$ cat src/rtl/core_cycle_controller.sv
// core_cycle_controller
//
// Sequences the destructive-read / regenerate cycle of the 1620 magnetic-core
// digit array and arbitrates the array between the CPU and the console.
//
// A cycle runs IDLE -> READ -> WRITE -> RECOVER -> IDLE. An out-of-range
// address takes IDLE -> ERR -> IDLE instead, and no drive current is applied.
// During READ the selected digit is driven to zero and the sense amplifiers
// report the old contents. During WRITE all six planes are driven towards 1,
// and the inhibit line of every bit that must stay 0 is asserted.
//
// Handshake: a requester raises req (with we/addr/wdata) and holds it until it
// sees its one-clock ack. It drops req in the clock after ack. Requests are
// only sampled in IDLE, and the console wins a tie. The granted requester's
// addr/we/wdata are latched at the grant edge and used for the whole cycle.
//
// Ports:
//   clk, rst_n                  clock, asynchronous active-low reset
//   cpu_req/we/addr/wdata       CPU request channel
//   cpu_ack                     CPU cycle complete (one clock)
//   con_req/we/addr/wdata       console request channel
//   con_ack                     console cycle complete (one clock)
//   rdata, rdata_valid          old digit contents, valid with ack
//   parity_err                  sensed digit has an even bit count (with rdata_valid)
//   addr_err                    address >= MEM_DIGITS (with ack)
//   busy                        any state other than IDLE
//   mar                         latched core address
//   read_drive, write_drive     drive current gates
//   inhibit                     per-bit inhibit, 1 = keep that bit 0
//   sense_strobe, sense_in      sense amplifier strobe and outputs
//   state_dbg                   current FSM state encoding
module core_cycle_controller #(
  parameter int T_READ     = 4,
  parameter int T_WRITE    = 4,
  parameter int T_REC      = 2,
  parameter int MEM_DIGITS = 20000,
  parameter int AW         = 15
) (
  input  logic          clk,
  input  logic          rst_n,
  input  logic          cpu_req,
  input  logic          cpu_we,
  input  logic [AW-1:0] cpu_addr,
  input  logic [5:0]    cpu_wdata,
  output logic          cpu_ack,
  input  logic          con_req,
  input  logic          con_we,
  input  logic [AW-1:0] con_addr,
  input  logic [5:0]    con_wdata,
  output logic          con_ack,
  output logic [5:0]    rdata,
  output logic          rdata_valid,
  output logic          parity_err,
  output logic          addr_err,
  output logic          busy,
  output logic [AW-1:0] mar,
  output logic          read_drive,
  output logic          write_drive,
  output logic [5:0]    inhibit,
  output logic          sense_strobe,
  input  logic [5:0]    sense_in,
  output logic [2:0]    state_dbg
);

  // Phase counter is sized for the longest phase.
  localparam int T_MAX_RW = (T_READ > T_WRITE) ? T_READ : T_WRITE;
  localparam int T_MAX    = (T_MAX_RW > T_REC) ? T_MAX_RW : T_REC;
  localparam int CW       = (T_MAX > 1) ? $clog2(T_MAX) : 1;

  typedef enum logic [2:0] {
    S_IDLE    = 3'd0,
    S_READ    = 3'd1,
    S_WRITE   = 3'd2,
    S_RECOVER = 3'd3,
    S_ERR     = 3'd4
  } state_t;

  state_t        state;
  state_t        state_next;
  logic [CW-1:0] cnt;
  logic          phase_last;

  // Cycle context latched at the grant edge.
  logic          grant_con;
  logic          lat_we;
  logic [5:0]    lat_wdata;

  // Memory buffer register: digit sensed in the final READ clock.
  logic [5:0]    mbr;
  logic          par_q;
  // Digit returned by the most recent completed cycle.
  logic [5:0]    rdata_q;

  // Arbitration: console has priority over CPU.
  logic          any_req;
  logic          sel_con;
  logic [AW-1:0] sel_addr;
  logic          sel_we;
  logic [5:0]    sel_wdata;
  logic          sel_out_of_range;

  logic          cycle_done;
  logic          err_done;

  assign any_req   = con_req | cpu_req;
  assign sel_con   = con_req;
  assign sel_addr  = sel_con ? con_addr  : cpu_addr;
  assign sel_we    = sel_con ? con_we    : cpu_we;
  assign sel_wdata = sel_con ? con_wdata : cpu_wdata;

  // Widen to 32 bits so the compare works for any AW.
  assign sel_out_of_range = ({{(32-AW){1'b0}}, sel_addr} >= 32'(MEM_DIGITS));

  // True in the final clock of the current timed phase.
  always_comb begin
    phase_last = 1'b0;
    case (state)
      S_READ:    phase_last = (cnt == CW'(T_READ  - 1));
      S_WRITE:   phase_last = (cnt == CW'(T_WRITE - 1));
      S_RECOVER: phase_last = (cnt == CW'(T_REC   - 1));
      default:   phase_last = 1'b0;
    endcase
  end

  // State register and phase counter.
  always_ff @(posedge clk or negedge rst_n) begin
    if (!rst_n) begin
      state <= S_IDLE;
      cnt   <= '0;
    end else begin
      state <= state_next;
      // Restart the counter on every state change so each phase starts at 0.
      if (state_next != state) begin
        cnt <= '0;
      end else begin
        cnt <= cnt + CW'(1);
      end
    end
  end

  // Next-state logic.
  always_comb begin
    state_next = state;
    case (state)
      S_IDLE: begin
        if (any_req) begin
          state_next = sel_out_of_range ? S_ERR : S_READ;
        end
      end
      S_READ: begin
        if (phase_last) state_next = S_WRITE;
      end
      S_WRITE: begin
        if (phase_last) state_next = S_RECOVER;
      end
      S_RECOVER: begin
        if (phase_last) state_next = S_IDLE;
      end
      S_ERR: begin
        state_next = S_IDLE;
      end
      default: begin
        state_next = S_IDLE;
      end
    endcase
  end

  // Datapath registers: grant context, MBR and returned digit.
  always_ff @(posedge clk or negedge rst_n) begin
    if (!rst_n) begin
      grant_con <= 1'b0;
      lat_we    <= 1'b0;
      lat_wdata <= '0;
      mar       <= '0;
      mbr       <= '0;
      par_q     <= 1'b0;
      rdata_q   <= '0;
    end else begin
      if (state == S_IDLE && any_req) begin
        grant_con <= sel_con;
        lat_we    <= sel_we;
        lat_wdata <= sel_wdata;
        mar       <= sel_addr;
      end
      if (state == S_READ && phase_last) begin
        mbr   <= sense_in;
        // Odd parity over C,F,8,4,2,1: an even bit count is an error.
        par_q <= ~^sense_in;
      end
      if (cycle_done) begin
        rdata_q <= mbr;
      end
    end
  end

  assign cycle_done = (state == S_RECOVER) && phase_last;
  assign err_done   = (state == S_ERR);

  // Output logic, decoded from the registered state and counter.
  always_comb begin
    read_drive   = 1'b0;
    write_drive  = 1'b0;
    sense_strobe = 1'b0;
    inhibit      = '0;
    cpu_ack      = 1'b0;
    con_ack      = 1'b0;
    rdata_valid  = 1'b0;
    parity_err   = 1'b0;
    addr_err     = 1'b0;
    rdata        = rdata_q;
    busy         = (state != S_IDLE);
    case (state)
      S_READ: begin
        read_drive   = 1'b1;
        sense_strobe = phase_last;
      end
      S_WRITE: begin
        write_drive = 1'b1;
        // A store writes the new digit; a read regenerates the sensed digit
        // exactly as read, even when its parity is bad.
        inhibit = lat_we ? ~lat_wdata : ~mbr;
      end
      S_RECOVER: begin
        if (phase_last) begin
          cpu_ack     = ~grant_con;
          con_ack     = grant_con;
          rdata_valid = 1'b1;
          rdata       = mbr;
          parity_err  = par_q;
        end
      end
      S_ERR: begin
        cpu_ack     = ~grant_con;
        con_ack     = grant_con;
        rdata_valid = 1'b1;
        addr_err    = 1'b1;
      end
      default: begin
      end
    endcase
  end

  assign state_dbg = state;

endmodule

$ cat config.mk
export PLATFORM = sky130hd
export DESIGN_NAME = core_cycle_controller
export DESIGN_NICKNAME = d
export VERILOG_FILES = /design/src/rtl/core_cycle_controller.sv
export SDC_FILE = /design/constraint.sdc
export NUM_CORES = 1
export LEC_CHECK = 0
export BUFFER_PORTS_ARGS = -buffer_cell sky130_fd_sc_hd__buf_4
export CAP_MARGIN = 20
export CORE_ASPECT_RATIO = 0.75
export CORE_MARGIN = 3
export CORE_UTILIZATION = 51
export DETAILED_ROUTE_END_ITERATION = 16
export HOLD_SLACK_MARGIN = 0.12
export PLACE_DENSITY = 0.94
export SLEW_MARGIN = 20
export SYNTH_ARGS = -nofsm -noshare
export SYNTH_HDL_FRONTEND = slang
export SYNTH_SLANG_ARGS = --single-unit
$ cat constraint.sdc
create_clock -name clk -period 4.3 [get_ports clk]
set_clock_uncertainty 0.05 [all_clocks]
set_input_delay 0.43 -clock clk [delete_from_list [all_inputs] [get_ports clk]]
set_output_delay 0.43 -clock clk [all_outputs]
set_load 0.05 [all_outputs]
# [Yosys cells after proc, flatten, opt, wreduce, memory -nomap -nowiden]
# Cells that the tools add are included.
[word_totals] regBits=41 elab_cells=56 inputBits=54 output_inout_bits=39
[classes] n_lt_le_gt_ge=1 reduce_logical=7 addsub=1 eq_ne=7 bitwise=4 mux=27
[op_table] operator="6-bit two-way mux" count=5
[op_table] operator="15-bit >= comparator, second input constant" count=1
[op_table] operator="15-bit two-way mux" count=1
[op_table] operator="3-bit two-way mux" count=5
[op_table] operator="6-bit NOT" count=2
[op_table] operator="3-bit case mux with 4 select lines" count=1
[op_table] operator="1-bit two-way mux" count=10
[op_table] operator="1-bit case mux with 2 select lines" count=4
[op_table] operator="3-bit by 2-bit equality test with 1-bit output, second input constant" count=2
[op_table] operator="6-bit XNOR reduction" count=1
[op_table] operator="3-bit by 1-bit equality test with 1-bit output, second input constant" count=1
[op_table] operator="3-bit equality test, second input constant" count=1
[op_table] operator="1-bit logical AND" count=3
[op_table] operator="3-bit zero test" count=1
[op_table] operator="3-bit != test" count=1
[op_table] operator="3-bit nonzero test" count=1
[op_table] operator="2-bit by 1-bit adder with 2-bit output, second input constant" count=1
[op_table] operator="2-bit by 1-bit equality test with 1-bit output, second input constant" count=1
[op_table] operator="2-bit equality test, second input constant" count=1
[op_table] operator="2-bit two-way mux" count=1
[op_table] operator="2-bit OR reduction" count=1
[op_table] operator="1-bit NOT" count=1
[op_table] operator="1-bit OR" count=1

# [Depth between registers and ports, before layout]
[logic_depth] ltp_word=7 ltp_mapped=7 ltp_nobuf=5

# [Worst setup path after synthesis]
# OpenSTA, ideal clock, no wires.
[synth_timing] path_type="reg-to-output" from="register state[2], in the netlist state_dbg[2]" to="output port con_ack" t_arrival_ns=3.062 required_time_ns=3.820 stages_incl_launch_ff=5 path_slack_ns=0.758 path_cell_list="dfrtp_1 -> buf_2 -> nor3b_1 -> nor2_1 -> nor2b_1"
[synth_via] elab_chain_cells=5 word_cells_on_any_way=8 classes_between="4 x eq/ne; 3 x mux; 1 x reduce/logical"
[synth_rtl] element="from (decl)" line="78" source="state_t state;"
[synth_rtl] element="from (signal assigned)" line="131" source="state <= state_next;"
[synth_rtl] element="3-bit by 1-bit equality test with 1-bit output / 3-bit by 2-bit equality test with 1-bit output (equally long branches)" line="117" source="case (state)"
[synth_rtl] element="2-bit OR reduction (no line)"
[synth_rtl] element="1-bit case mux with 2 select lines" line="117"
[synth_rtl] element="1-bit two-way mux" line="224" source="if (phase_last) begin"
[synth_rtl] element="1-bit case mux with 2 select lines (*)" line="212" source="case (state)"
[synth_rtl] element="to (decl)" line="50" source="output logic con_ack,"
# Every way passes the cells marked *; elsewhere a longest branch is shown, timed or not.

# [Worst setup path in the final report]
[layout_timing] from="register state[2], in the netlist state_dbg[2]" to="output port rdata[0]"
[layout_via] elab_chain_cells=5 word_cells_on_any_way=7 classes_between="3 x eq/ne; 3 x mux; 1 x reduce/logical"
[layout_rtl] element="3-bit by 1-bit equality test with 1-bit output / 3-bit by 2-bit equality test with 1-bit output (equally long branches)" line="117"
[layout_rtl] element="2-bit OR reduction (no line)"
[layout_rtl] element="1-bit case mux with 2 select lines" line="117"
[layout_rtl] element="6-bit two-way mux" line="224"
[layout_rtl] element="6-bit two-way mux (*)" line="212"
[layout_rtl] element="to (decl)" line="51" source="output logic [5:0] rdata,"
# Marked as above.

==> results.md <==
- Number of cells on the worst hold path: 2
- Final antenna diode count: 0
- Cell Rows: 19
- Data required, critical path: 3820 ps
- Cell area power density: 749.2 nW/um^2
- FMAX: 366.4 MHz
- Final weighted congestion in routability-driven placement: 0.8101
- Setup repair after global routing missed its margin: no
- Clk pin slew, worst setup/hold paths: 80 ps
- Detailed placer's ending HPWL: 3.990 mm
- Fraction of final layout cells sized beyond drive strength 1: 0.4192
- Number of flip-flops and latches in the synthesized netlist: 41
- Design Area, Final: 2962 sq um
- Register-to-register setup slack: 2150 ps
- Vert. Die Dim: 62.55 um
- Number of remaining DRC errors: 0
- Number of cells after detailed placement: 334
- Clock tree from TritonCTS: yes
- Sequential element share of the synthesized area: 0.4718
- Via count: 1,820
- Most common library cell in the layout ignoring fill and taps: buf_4
- Total clock buffers created by CTS: 5
- Minimum clock period after layout: 2729 ps
- Dominant synthesized flop cell: dfrtp_1
- Hold Path Origin: sense_in[5]
- Crit path launch: state_dbg[2]
- Critical Path Start Type: flop
- Vias in the first global route: 1,770
- Number of flops mapped to enable cells by yosys: 0
- Count of routing violations after the opening detailed-route iteration: 85
- Via-to-Cell Ratio: 5.306
- Cell Int Power: 1.137 mW
- Chip Width: 81.40 um
- Hold path endpoint: mbr[5]
- Global-route wire length before repair: 8.321 mm
- VDD IR max: 427.5 uV
- Switching power total: 1.082 mW
- Nets@finish: 344
- Largest net degree at the start of global routing: 49
- Master cell of the clock root buffer: clkbuf_8
- Net switching share of the total power: 0.4877
- Peak fanout along the critical path: 14
- Final cycle utilization of the critical path: 0.6347
- Deepest level of the CTS H-tree: 2
- Clock Path Buffers: 2
- Portion of total power attributed to sequential cells: 0.327
- LEAKAGE: 1.461 nW
- Wirelength per Cell: 15.39 um
- Arrival time worst endpoint: 2250 ps
- Clock net sink count: 41
- Relative slew margins: 0.3638
- Final count of hold timing violations: 0
- Kind of critical path: reg -> out
- Port-buffer cells: 92
- Area Overhead vs Synth: 36.19%
- Antenna violations before repair: 0
- Startpoint of the lowest-slack register-to-register path: state_dbg[2]
- Worst min-delay path category: in -> reg
- CTS-repair resized insts: 0
- Sum of routed wire length over all layers: 5.278 mm
- Worst reg2reg path depth: 5
- I/O pin cnt: 93
- All-layer global routing usage: 0.2124
- Worst-case hold slack: 335.4 ps
- Crit end category: primary output
- Clock insertion delay at the later pin of the skew report: 290 ps
- Fraction of registers with async set/reset: 1.000
- Gate count after technology mapping: 203
- Core occupancy in the finished layout: 0.7643
- DIE AREA: 5092 sq um
- Count of distinct cell types in the synthesized netlist: 39
- Area of the mapped netlist: 2175 sq um
- Power share of the clock group: 0.124
- Number of failing setup endpoints in the final timing report: 0
- Status: finished clean
- Instance area after placement: 2850 sq um
- Detailed-router iteration count before antenna repair: 4
- Slew at the pin closest to its max-slew limit: 952.1 ps
- Antenna-violating nets left: 0
- Std-Cell Core Area: 3875 sq um
- Post-synthesis average cell area: 10.71 sq um
- Share of total power in combinational logic: 0.549
- Effective utilization at floorplan: 0.5612
- Commonest cells after routing, fill and taps aside: 92 x buf_4, 41 x dfrtp_1, 26 x nor2_1, 24 x a21oi_1, 23 x mux2i_1
- Count of final max-slew check failures: 0
- Max-Cap Viols: 0
- Worst reg2reg endpoint: state_dbg[0]
- Cell Count, Final, Fillers Out: 343
- Global route overflow: 0
- Synthesis warning total: 0
- Fin Setup TNS: 0 ps
- Post-synthesis net count: 257
## routing by layer
layer	share of wire	track usage	routed length (um)
met1	0.41	0.2683	2190
met2	0.53	0.3587	2799
met3	0.044	0.03890	230
met4	0.011	0.07595	58
met5	0	0	0
## worst max-delay path by stage
stage               slack (ps)  depth (start not counted)        to
global route              1470                          4  rdata[0]
floorplan                  760                          4   con_ack
CTS                       1550                          4  rdata[0]
global placement          1970                          4  rdata[3]
finish                    1570                          4  rdata[0]
detailed placement        1900                          4  rdata[0]
## cell type report
cell class                      count  area, sq um
Multi-Input combinational cell    145         1054
Inverter                            4        15.01
Timing Repair Buffer               93        700.7
Fill cell                         271        913.4
Tap cell                           52        65.06
Sequential cell                    41         1026
Clock inverter                      1        5.005
Clock buffer                        7        96.34
## flip-flops by register name, summed over array words and instances, names as in the netlist
register,cells
lat_we,1
state_dbg,3
mar,15
lat_wdata,6
rdata_q,6
grant_con,1
mbr,6
cnt,2
par_q,1
## cell families after synthesis
kind of cell / Yosys count / synth area share
AO/OA/AOI/OAI: 39 / 0.1053
XOR/XNOR: 5 / 0.02014
buffers and inverters: 17 / 0.04603
flip-flops: 41 / 0.4718
multiplexers: 42 / 0.2146
AND/OR/NAND/NOR: 59 / 0.1421
## critical path: stages, from the launching register on
cell	delay, ps
dfrtp_1	490
nand2b_1	260
nor3_4	590
mux2_2	420
buf_4	190
## synth_stat cells, types with 2 or more instances
cell	n	share of area
or3_1	2	0.0058
a21oi_1	24	0.055
mux2_4	6	0.041
inv_1	3	0.0052
mux2_2	12	0.062
buf_2	5	0.012
nor2b_1	7	0.020
mux2i_1	23	0.11
xnor2_1	4	0.016
nor3_1	3	0.0069
buf_6	2	0.010
nand2_1	6	0.010
buf_4	4	0.014
nor2_1	26	0.045
clkbuf_1	2	0.0035
o21ai_0	4	0.0092
nor3b_1	3	0.010
a211oi_1	6	0.021
dfrtp_1	41	0.47
## power groups by stage
| stage | logic [mW] | registers, mW | clock network (mW) |
|---|---|---|---|
| final | 1.22 | 0.725 | 0.275 |
| after floorplan | 0.641 | 0.956 | 0 |
| after detailed placement | 1.22 | 0.729 | 0 |
| after global routing | 1.29 | 0.751 | 0.294 |
| after global placement | 1.19 | 0.712 | 0 |
| after CTS | 1.23 | 0.724 | 0.275 |
## through the flow
stage          worst slack (ps)  power (mW)
6_report                   1571       2.219
5_1_grt                    1471       2.338
4_1_cts                    1551       2.228
3_5_place_dp               1895       1.950
3_3_place_gp               1974       1.906
2_1_floorplan             757.5       1.597
## what timing repair did
action / 4_1_cts / 5_1_grt
hold endpoints to repair: 41 / 0
setup buffers: 0 / 0
hold buffers: 1 / 0
(Power assumes the default switching activity.)
